$ cat src/rtl/boot_loader.sv
// Framed byte-stream loader: assembles little-endian words into instruction memory
// and releases the core from reset once the payload checksum verifies.
module boot_loader #(
  parameter int unsigned MAX_WORDS      = 256,
  parameter logic [31:0] BASE_ADDR      = 32'h0000_0000,
  parameter int unsigned TIMEOUT_CYCLES = 1000000
) (
  input  logic        clk,
  input  logic        reset,
  input  logic        rx_valid,
  input  logic [7:0]  rx_data,
  output logic        rx_ready,
  output logic        imem_we,
  output logic [31:0] imem_addr,
  output logic [31:0] imem_wdata,
  output logic        core_reset,
  output logic        done,
  output logic        error
);

  localparam logic [2:0] S_IDLE   = 3'd0;
  localparam logic [2:0] S_LEN_LO = 3'd1;
  localparam logic [2:0] S_LEN_HI = 3'd2;
  localparam logic [2:0] S_DATA   = 3'd3;
  localparam logic [2:0] S_CHECK  = 3'd4;
  localparam logic [2:0] S_DONE   = 3'd5;
  localparam logic [2:0] S_ERROR  = 3'd6;

  localparam logic [7:0]  MAGIC      = 8'hA5;
  localparam logic [31:0] TIMEOUT_M1 = 32'(TIMEOUT_CYCLES - 1);

  logic [2:0]  state_q, state_d;
  logic [15:0] count_q, count_d;
  logic [15:0] word_idx_q, word_idx_d;
  logic [7:0]  xor_q, xor_d;
  logic [1:0]  byte_cnt_q, byte_cnt_d;
  logic [23:0] shift_q, shift_d;
  logic [31:0] idle_q, idle_d;
  logic        we_q, we_d;
  logic [31:0] addr_q, addr_d;
  logic [31:0] wdata_q, wdata_d;
  logic        core_reset_q, core_reset_d;
  logic        done_q, done_d;
  logic        accept;
  logic        timed;
  logic [15:0] n_words;

  assign rx_ready   = (state_q != S_DONE);
  assign accept     = rx_valid && rx_ready;
  assign timed      = (state_q == S_LEN_LO) || (state_q == S_LEN_HI) ||
                      (state_q == S_DATA)   || (state_q == S_CHECK);
  assign imem_we    = we_q;
  assign imem_addr  = addr_q;
  assign imem_wdata = wdata_q;
  assign core_reset = core_reset_q;
  assign done       = done_q;
  assign error      = (state_q == S_ERROR);

  always_comb begin
    state_d      = state_q;
    count_d      = count_q;
    word_idx_d   = word_idx_q;
    xor_d        = xor_q;
    byte_cnt_d   = byte_cnt_q;
    shift_d      = shift_q;
    we_d         = 1'b0;
    addr_d       = addr_q;
    wdata_d      = wdata_q;
    n_words      = {rx_data, count_q[7:0]};
    // done/core_reset follow the state one cycle later
    done_d       = (state_q == S_DONE);
    core_reset_d = (state_q != S_DONE);
    idle_d       = '0;
    if (timed && !accept) idle_d = idle_q + 32'd1;

    case (state_q)
      S_IDLE, S_ERROR: begin
        if (accept && rx_data == MAGIC) begin
          state_d    = S_LEN_LO;
          word_idx_d = '0;
          xor_d      = '0;
          byte_cnt_d = '0;
        end
      end
      S_LEN_LO: begin
        if (accept) begin
          count_d[7:0] = rx_data;
          state_d      = S_LEN_HI;
        end
      end
      S_LEN_HI: begin
        if (accept) begin
          count_d = n_words;
          if (32'(n_words) > MAX_WORDS) state_d = S_ERROR;
          else if (n_words == 16'd0)    state_d = S_CHECK;
          else                          state_d = S_DATA;
        end
      end
      S_DATA: begin
        if (accept) begin
          xor_d      = xor_q ^ rx_data;
          shift_d    = {rx_data, shift_q[23:8]};
          byte_cnt_d = byte_cnt_q + 2'd1;
          if (byte_cnt_q == 2'd3) begin
            we_d       = 1'b1;
            wdata_d    = {rx_data, shift_q};
            addr_d     = BASE_ADDR + {14'd0, word_idx_q, 2'b00};
            word_idx_d = word_idx_q + 16'd1;
            if (word_idx_q == count_q - 16'd1) state_d = S_CHECK;
          end
        end
      end
      S_CHECK: begin
        if (accept) state_d = (rx_data == xor_q) ? S_DONE : S_ERROR;
      end
      S_DONE: ;
      default: state_d = S_IDLE;
    endcase

    if (timed && !accept && idle_q == TIMEOUT_M1) begin
      state_d = S_ERROR;
      idle_d  = '0;
    end
  end

  always_ff @(posedge clk or posedge reset) begin
    if (reset) begin
      state_q      <= S_IDLE;
      count_q      <= '0;
      word_idx_q   <= '0;
      xor_q        <= '0;
      byte_cnt_q   <= '0;
      shift_q      <= '0;
      idle_q       <= '0;
      we_q         <= 1'b0;
      addr_q       <= BASE_ADDR;
      wdata_q      <= '0;
      core_reset_q <= 1'b1;
      done_q       <= 1'b0;
    end else begin
      state_q      <= state_d;
      count_q      <= count_d;
      word_idx_q   <= word_idx_d;
      xor_q        <= xor_d;
      byte_cnt_q   <= byte_cnt_d;
      shift_q      <= shift_d;
      idle_q       <= idle_d;
      we_q         <= we_d;
      addr_q       <= addr_d;
      wdata_q      <= wdata_d;
      core_reset_q <= core_reset_d;
      done_q       <= done_d;
    end
  end

endmodule

$ cat config.mk
export PLATFORM = sky130hd
export DESIGN_NAME = boot_loader
export DESIGN_NICKNAME = d
export VERILOG_FILES = /design/src/rtl/boot_loader.sv
export SDC_FILE = /design/constraint.sdc
export NUM_CORES = 1
export LEC_CHECK = 0
export CAP_MARGIN = 20
export CORE_MARGIN = 3
export CORE_UTILIZATION = 55
export DETAILED_ROUTE_END_ITERATION = 10
export PLACE_DENSITY = 0.79
export SETUP_SLACK_MARGIN = 0.1
export SYNTH_ARGS = -nofsm -noshare
export SYNTH_HDL_FRONTEND = slang
export SYNTH_SLANG_ARGS = --single-unit
export TNS_END_PERCENT = 100
$ cat constraint.sdc
create_clock -name clk -period 10.15 [get_ports clk]
set_input_delay 1.015 -clock clk [delete_from_list [all_inputs] [get_ports clk]]
set_output_delay 1.015 -clock clk [all_outputs]
set_load 0.02 [all_outputs]
==> flow_summary_export.csv, run 1 <==
group,metric,value,unit
outcome,status,"finished clean",
global_routing,grt_first_pass_wirelength,25700,um
synth,synth_top_family_by_area,"simple AND/OR/NAND/NOR gates",
synth,netlist_area,7290,um^2
die,core,12800,um^2
synth,synth_most_common_cell,"dfrtp_1",
critical_path,crit_path_end_kind,"register",
layout,multi_input_area,3240,um^2
sta,slew-limit-headroom,31.5,%
route,drtIter0Drc,515,
synth,synthSimpleGateAreaFrac,19.6,%
clock_tree,clock_latency,420,ps
synth,synth_mux_area_share,9.53,%
clock_tree,cts_max_path_buffers,2,
synth,synth.area.top_cells,"dfrtp_1, mux2_2, nand2_1",
sta,fin_tns_setup,0,ps
min_path,hp-start,"shift_q[1]",
critical_path,crit-reg2reg-launch,"state_q[0]",
layout,finish.utilization,67.3,%
layout,fin_cells,935,
sta,hold_viol_final,0,
sta,final-setup-viol-count,0,
synth,synth_seq_area_share,52.2,%
route,wl_per_cell,15.9,um
synth,synth-edff-count,0,
pwr,vdd_ir_drop_max,0.000108,V
sta,period_share,38.7,%
synth,synth_area_leader_cell,"dfrtp_1",
die,dieHeight,121,um
synth,synthArstFlopShare,100,%
pwr,swShare,32.3,%
sta,worstMarginPinSlew,1030,ps
synth,netlist_top_cells_count,"dfrtp_1, nand2_1, nor2_1",
clock_tree,hold_buffers,0,
layout,num-fill-cells,926,
sta,period_needed,3930,ps
place,dpl_cell_area,7960,um^2
sta,clock_skew,4.81,ps
min_path,hold_path_depth,2,
critical_path,path_class,"input pin to register",
layout,syn2layout_area_growth,17.9,%
place,numPortBuffers,63,
layout,antennaDiodeCount,0,
synth,netlist_instances,699,
pwr,power_density,239,nW/um^2
route,drt_pre_antenna_iters,5,
synth,yosysUniqueCellTypes,52,
place,gp_congestion,0.872,
layout,drive_gt1_share,14.9,%
synth,yosysWarnings,0,
pwr,pwr-share-comb,24.7,%
clock_tree,cts_tree,"built",
pwr,internal_power,1390,uW
sta,fmax,255,MHz
die,row_count,41,
critical_path,worst_ep_required_time,10450,ps
synth,synth-adder-area-share,0.859,%
pwr,power.switching,665,uW
route,drc_errors,0,
synth,synth-xor-area-share,8.77,%
flow_run,cap_violations,0,
global_routing,track_usage,22.0,%
critical_path,reg2reg_to,"imem_addr[13]",
global_routing,first_global_vias,5301,
critical_path,arrival,4220,ps
min_path,holdPathEnd,"shift_q[1]",
sta,grt_setup_unrepaired,"no",
pwr,sequentialPowerShare,42.5,%
global_routing,overflow,0,
critical_path,start_kind,"input pin",
layout,seq_area,3800,um^2
clock_tree,postCtsSetupRepairBufs,0,
clock_tree,clock_sinks,152,
route,viasPerCell,5.50,
global_routing,grt_max_degree,78,
global_routing,antenna_found_initial,0,
route,num_vias,5139,
synth,synthFlopType,"dfrtp_1",
synth,synth_top_area_share,51.9,%
synth,synth_compound_area_share,4.88,%
clock_tree,cts_resized,0,
die,initial_core_util,57.0,%
synth,synth_area_per_cell,10.4,um^2
critical_path,crit_fanout,32,
die,dieArea,14700,um^2
layout,nets,766,
route,wirelength,14800,um
critical_path,reg2regPathDepth,4,
die,die_w,121,um
sta,final_max_slew_viol_count,0,
place,dp_cells,903,
clock_tree,cts_buffers,17,
layout,design_area,8590,um^2
route,ant_nets,0,
clock_tree,htree_levels,4,
pwr,p_clk_share,32.7,%
place,dp.final_hpwl,10100,um
die,io_pins,80,
critical_path,rrSetupSlack,6910,ps
min_path,min_path_type,"register to register",
synth,synth.ff_latch_count,152,
clock_tree,path_clk_slew,60,ps
pwr,leakage,0.00391,uW
clock_tree,cts-root-buf,"clkbuf_16",
critical path: stages:
cell             delay [ps]
clkdlybuf4s50_1         620
nor2b_1                 210
and3_1                  860
nand2_2                 720
buf_4                   460
mux2_2                  310
worst max path at each step:
stage,start,to,slack (ps),depth (start not counted)
2_1_floorplan,reset,byte_cnt_q[0],5040,1
3_3_place_gp,rx_valid,imem_addr[8],5960,6
3_5_place_dp,rx_valid,imem_addr[13],5820,6
4_1_cts,rx_valid,imem_addr[13],6260,6
5_1_grt,rx_valid,imem_addr[13],6020,6
6_report,rx_valid,imem_addr[13],6220,6
state kept, by name (all words and copies together), names as in the netlist:
name,cells
xor_q,8
imem_we,1
count_q,16
word_idx_q,16
byte_cnt_q,2
shift_q,24
core_reset,1
state_q,3
imem_wdata,32
idle_q,32
imem_addr,16
done,1
per-layer routing:
layer	GRT usage, %	up-vias	share of wire [%]
li1	-	2444	-
met1	29.4	2553	44
met2	35.4	125	50
met3	4.62	17	4.6
met4	8.57	0	1.6
met5	0	-	0
cells in the final DEF, fill, tap and decap left out, drive strengths merged, types with 2 or more instances in the layout:
cell	Yosys	final
or3b	2	2
and4	2	2
nor3b	5	5
nor4	13	13
nand2b	2	2
a21oi	11	11
and2	4	4
o21ba	2	2
nor2	67	67
o21ai	34	34
a21o	2	2
xnor2	40	40
ha	5	5
or4	2	2
dfrtp	151	151
a31oi	2	2
nor2b	4	4
buf	23	3
inv	11	15
or2	2	2
nand4	13	13
mux2	59	59
clkbuf	26	19
bufinv	0	4
and3b	2	2
nor3	12	12
xor2	33	33
nand3	26	26
o211ai	2	2
clkdlybuf4s50	0	63
and3	13	13
a211oi	3	3
conb	1	16
nand2	104	104
a311oi	2	2
clkinvlp	0	3
mux2i	3	3
clkinv	0	2
or3	7	7
cells by family (layout without fill, tap and decap cells):
kind of cell,after synthesis,after routing
AND/OR/NAND/NOR,285,285
flip-flops,152,152
XOR/XNOR,73,73
multiplexers,62,62
AO/OA/AOI/OAI,61,61
buffers and inverters,60,109
adder cells (fa/ha/maj),5,5
other,1,16
power groups by stage:
stage	clock, uW	combinational, uW	sequential [uW]
after floorplan	0	376	862
after global placement	0	481	873
after detailed placement	0	507	882
after CTS	684	513	873
after global routing	712	569	895
final	673	509	875
stage by stage:
step	setup slack, ps	hold slack [ps]	power, uW
after floorplan	5040	442	1240
after global placement	5960	460	1350
after detailed placement	5820	463	1390
after CTS	6260	480	2070
after global routing	6020	505	2180
final	6220	472	2060
area by class of cell:
cell class	instances	share of cell area, %
clock buffer	19	5.15
multi-input combinational	502	37.7
clock inverter	13	2.23
tap	172	2.50
timing repair buffer	66	7.60
inverter	11	0.539
sequential	152	44.3
Power figures use the tool's default switching activity.
==> inputs of run 2 (changes only) <==
==> constraint.sdc (replaced) <==
create_clock -name clk -period 4.08 [get_ports clk]
set_input_delay 0.408 -clock clk [delete_from_list [all_inputs] [get_ports clk]]
set_output_delay 0.408 -clock clk [all_outputs]
set_load 0.02 [all_outputs]
==> run 2 against run 1 <==
Effect of this change: die area stayed put; non-clock buffer count is 3 higher; cell count is 0.11% higher; combinational power grew to 2.5 times the previous value.
==> flow_summary_export.csv, run 2 (synthesized netlist as in run 1, its figures left out) <==
group,metric,value,unit
layout,antennaDiodeCount,0,
sta,worstMarginPinSlew,964,ps
clock_tree,cts_max_path_buffers,2,
global_routing,grt_max_degree,71,
clock_tree,cts_buffers,17,
die,die_w,121,um
flow_run,cap_violations,0,
layout,nets,769,
critical_path,crit_path_end_kind,"register",
outcome,status,"finished clean",
critical_path,rrSetupSlack,1320,ps
critical_path,arrival,3090,ps
critical_path,path_cells,"nor4_4 -> nand3_1 -> or3b_2 -> xnor2_1 -> nor4_1 -> a21oi_1 -> o211ai_1",
global_routing,antenna_found_initial,0,
die,initial_core_util,57.0,%
sta,final-setup-viol-count,0,
die,io_pins,80,
die,dieArea,14700,um^2
pwr,sequentialPowerShare,42.9,%
critical_path,path_delay_family,"simple AND/OR/NAND/NOR gates",
global_routing,track_usage,22.4,%
pwr,swShare,32.2,%
layout,drive_gt1_share,15.2,%
route,ant_nets,0,
sta,period_needed,2760,ps
global_routing,first_global_vias,5247,
layout,final_common_cell,"dfrtp_1",
route,wl_per_cell,16.3,um
pwr,pwr-share-comb,25.1,%
global_routing,overflow,0,
clock_tree,cts-root-buf,"clkbuf_16",
min_path,min_path_type,"input pin to async pin",
place,dp.final_hpwl,10300,um
route,drt_pre_antenna_iters,5,
route,num_vias,5173,
critical_path,crit_slowest_cell,"or3b_2",
pwr,leakage,0.00391,uW
pwr,vdd_ir_drop_max,0.000296,V
critical_path,reg2regPathDepth,7,
sta,hold_viol_final,0,
route,wirelength,15300,um
sta,slew-limit-headroom,35.5,%
layout,final_cell_mix,"dfrtp_1, nand2_1, nor2_1, clkdlybuf4s50_1, mux2_2",
critical_path,crit-reg2reg-launch,"count_q[3]",
critical_path,critPathMaxStageDelay,520,ps
clock_tree,cts_resized,0,
pwr,p_clk_share,32.0,%
critical_path,path_class,"register to register",
route,drtIter0Drc,461,
die,core,12800,um^2
sta,period_share,67.6,%
sta,clock_skew,8.96,ps
layout,finish.utilization,67.5,%
layout,num-fill-cells,924,
pwr,power.switching,1640,uW
die,row_count,41,
layout,syn2layout_area_growth,18.3,%
place,gp_congestion,0.900,
clock_tree,clock_sinks,152,
clock_tree,path_clk_slew,60,ps
clock_tree,hold_buffers,0,
sta,final_max_slew_viol_count,0,
place,numPortBuffers,63,
route,drc_errors,0,
clock_tree,cts_tree,"built",
clock_tree,clock_latency,430,ps
sta,grt_setup_unrepaired,"no",
critical_path,start_kind,"register",
sta,fin_tns_setup,0,ps
die,dieHeight,121,um
pwr,internal_power,3450,uW
critical_path,crit_fanout,6,
route,viasPerCell,5.53,
pwr,power_density,590,nW/um^2
clock_tree,postCtsSetupRepairBufs,0,
sta,fmax,362,MHz
global_routing,grt_first_pass_wirelength,25900,um
critical_path,reg2reg_to,"state_q[2]",
sta,hold_ws,334,ps
critical_path,path_buf_inv,0,
critical_path,worst_ep_required_time,4410,ps
clock_tree,htree_levels,4,
## run 2: changes by cell type in the layout (fill, tap and decap cells not counted), sizes merged
| cell | before | now |
|---|---|---|
| inv | 15 | 10 |
| buf | 3 | 6 |
| clkbuf | 19 | 18 |
| clkinv | 2 | 4 |
| clkinvlp | 3 | 5 |
## run 2: worst max path at each step
stage                          start        endpoint  slack, ps  cells past startpoint
after floorplan                reset   byte_cnt_q[0]       1760                      1
after CTS                 count_q[3]      state_q[2]       1370                      7
final                     count_q[3]      state_q[2]       1320                      7
after global placement      rx_valid  imem_wdata[28]       1070                      7
after detailed placement    rx_valid  imem_wdata[11]       1000                      7
after global routing      state_q[1]   word_idx_q[5]       1160                      7
## run 2: power by group through the flow
stage | Sequential, uW | Combinational, uW | Clock, uW
floorplan | 2140 | 935 | 0
global placement | 2170 | 1210 | 0
detailed placement | 2200 | 1260 | 0
CTS | 2180 | 1280 | 1660
global route | 2240 | 1420 | 1720
finish | 2180 | 1280 | 1630
## run 2: area by class of cell
cell class	instances	area [um^2]	area share, %
Sequential cell	152	3800	44.1
Multi-Input combinational cell	502	3240	37.6
Timing Repair Buffer	69	701	8.13
Clock buffer	18	439	5.09
Tap cell	172	215	2.50
Clock inverter	12	178	2.06
Inverter	11	45.0	0.522
## run 2: routing by layer
| layer | GRT usage, % | share of wire (%) | wire (um) | up-vias |
|---|---|---|---|---|
| li1 | - | - | - | 2449 |
| met1 | 30.0 | 45 | 6820 | 2562 |
| met2 | 35.2 | 48 | 7390 | 129 |
| met3 | 5.17 | 4.7 | 724 | 33 |
| met4 | 9.35 | 2.3 | 351 | 0 |
| met5 | 0 | 0 | 0 | - |
## run 2: through the flow
stage	power [uW]	worst slack, ps	cell area (um^2)	std cells
6_report	5090	1320	8620	936
3_5_place_dp	3460	995	7990	905
4_1_cts	5120	1370	8600	935
5_1_grt	5380	1160	8620	936
3_3_place_gp	3380	1070	7990	905
2_1_floorplan	3080	1760	7350	714
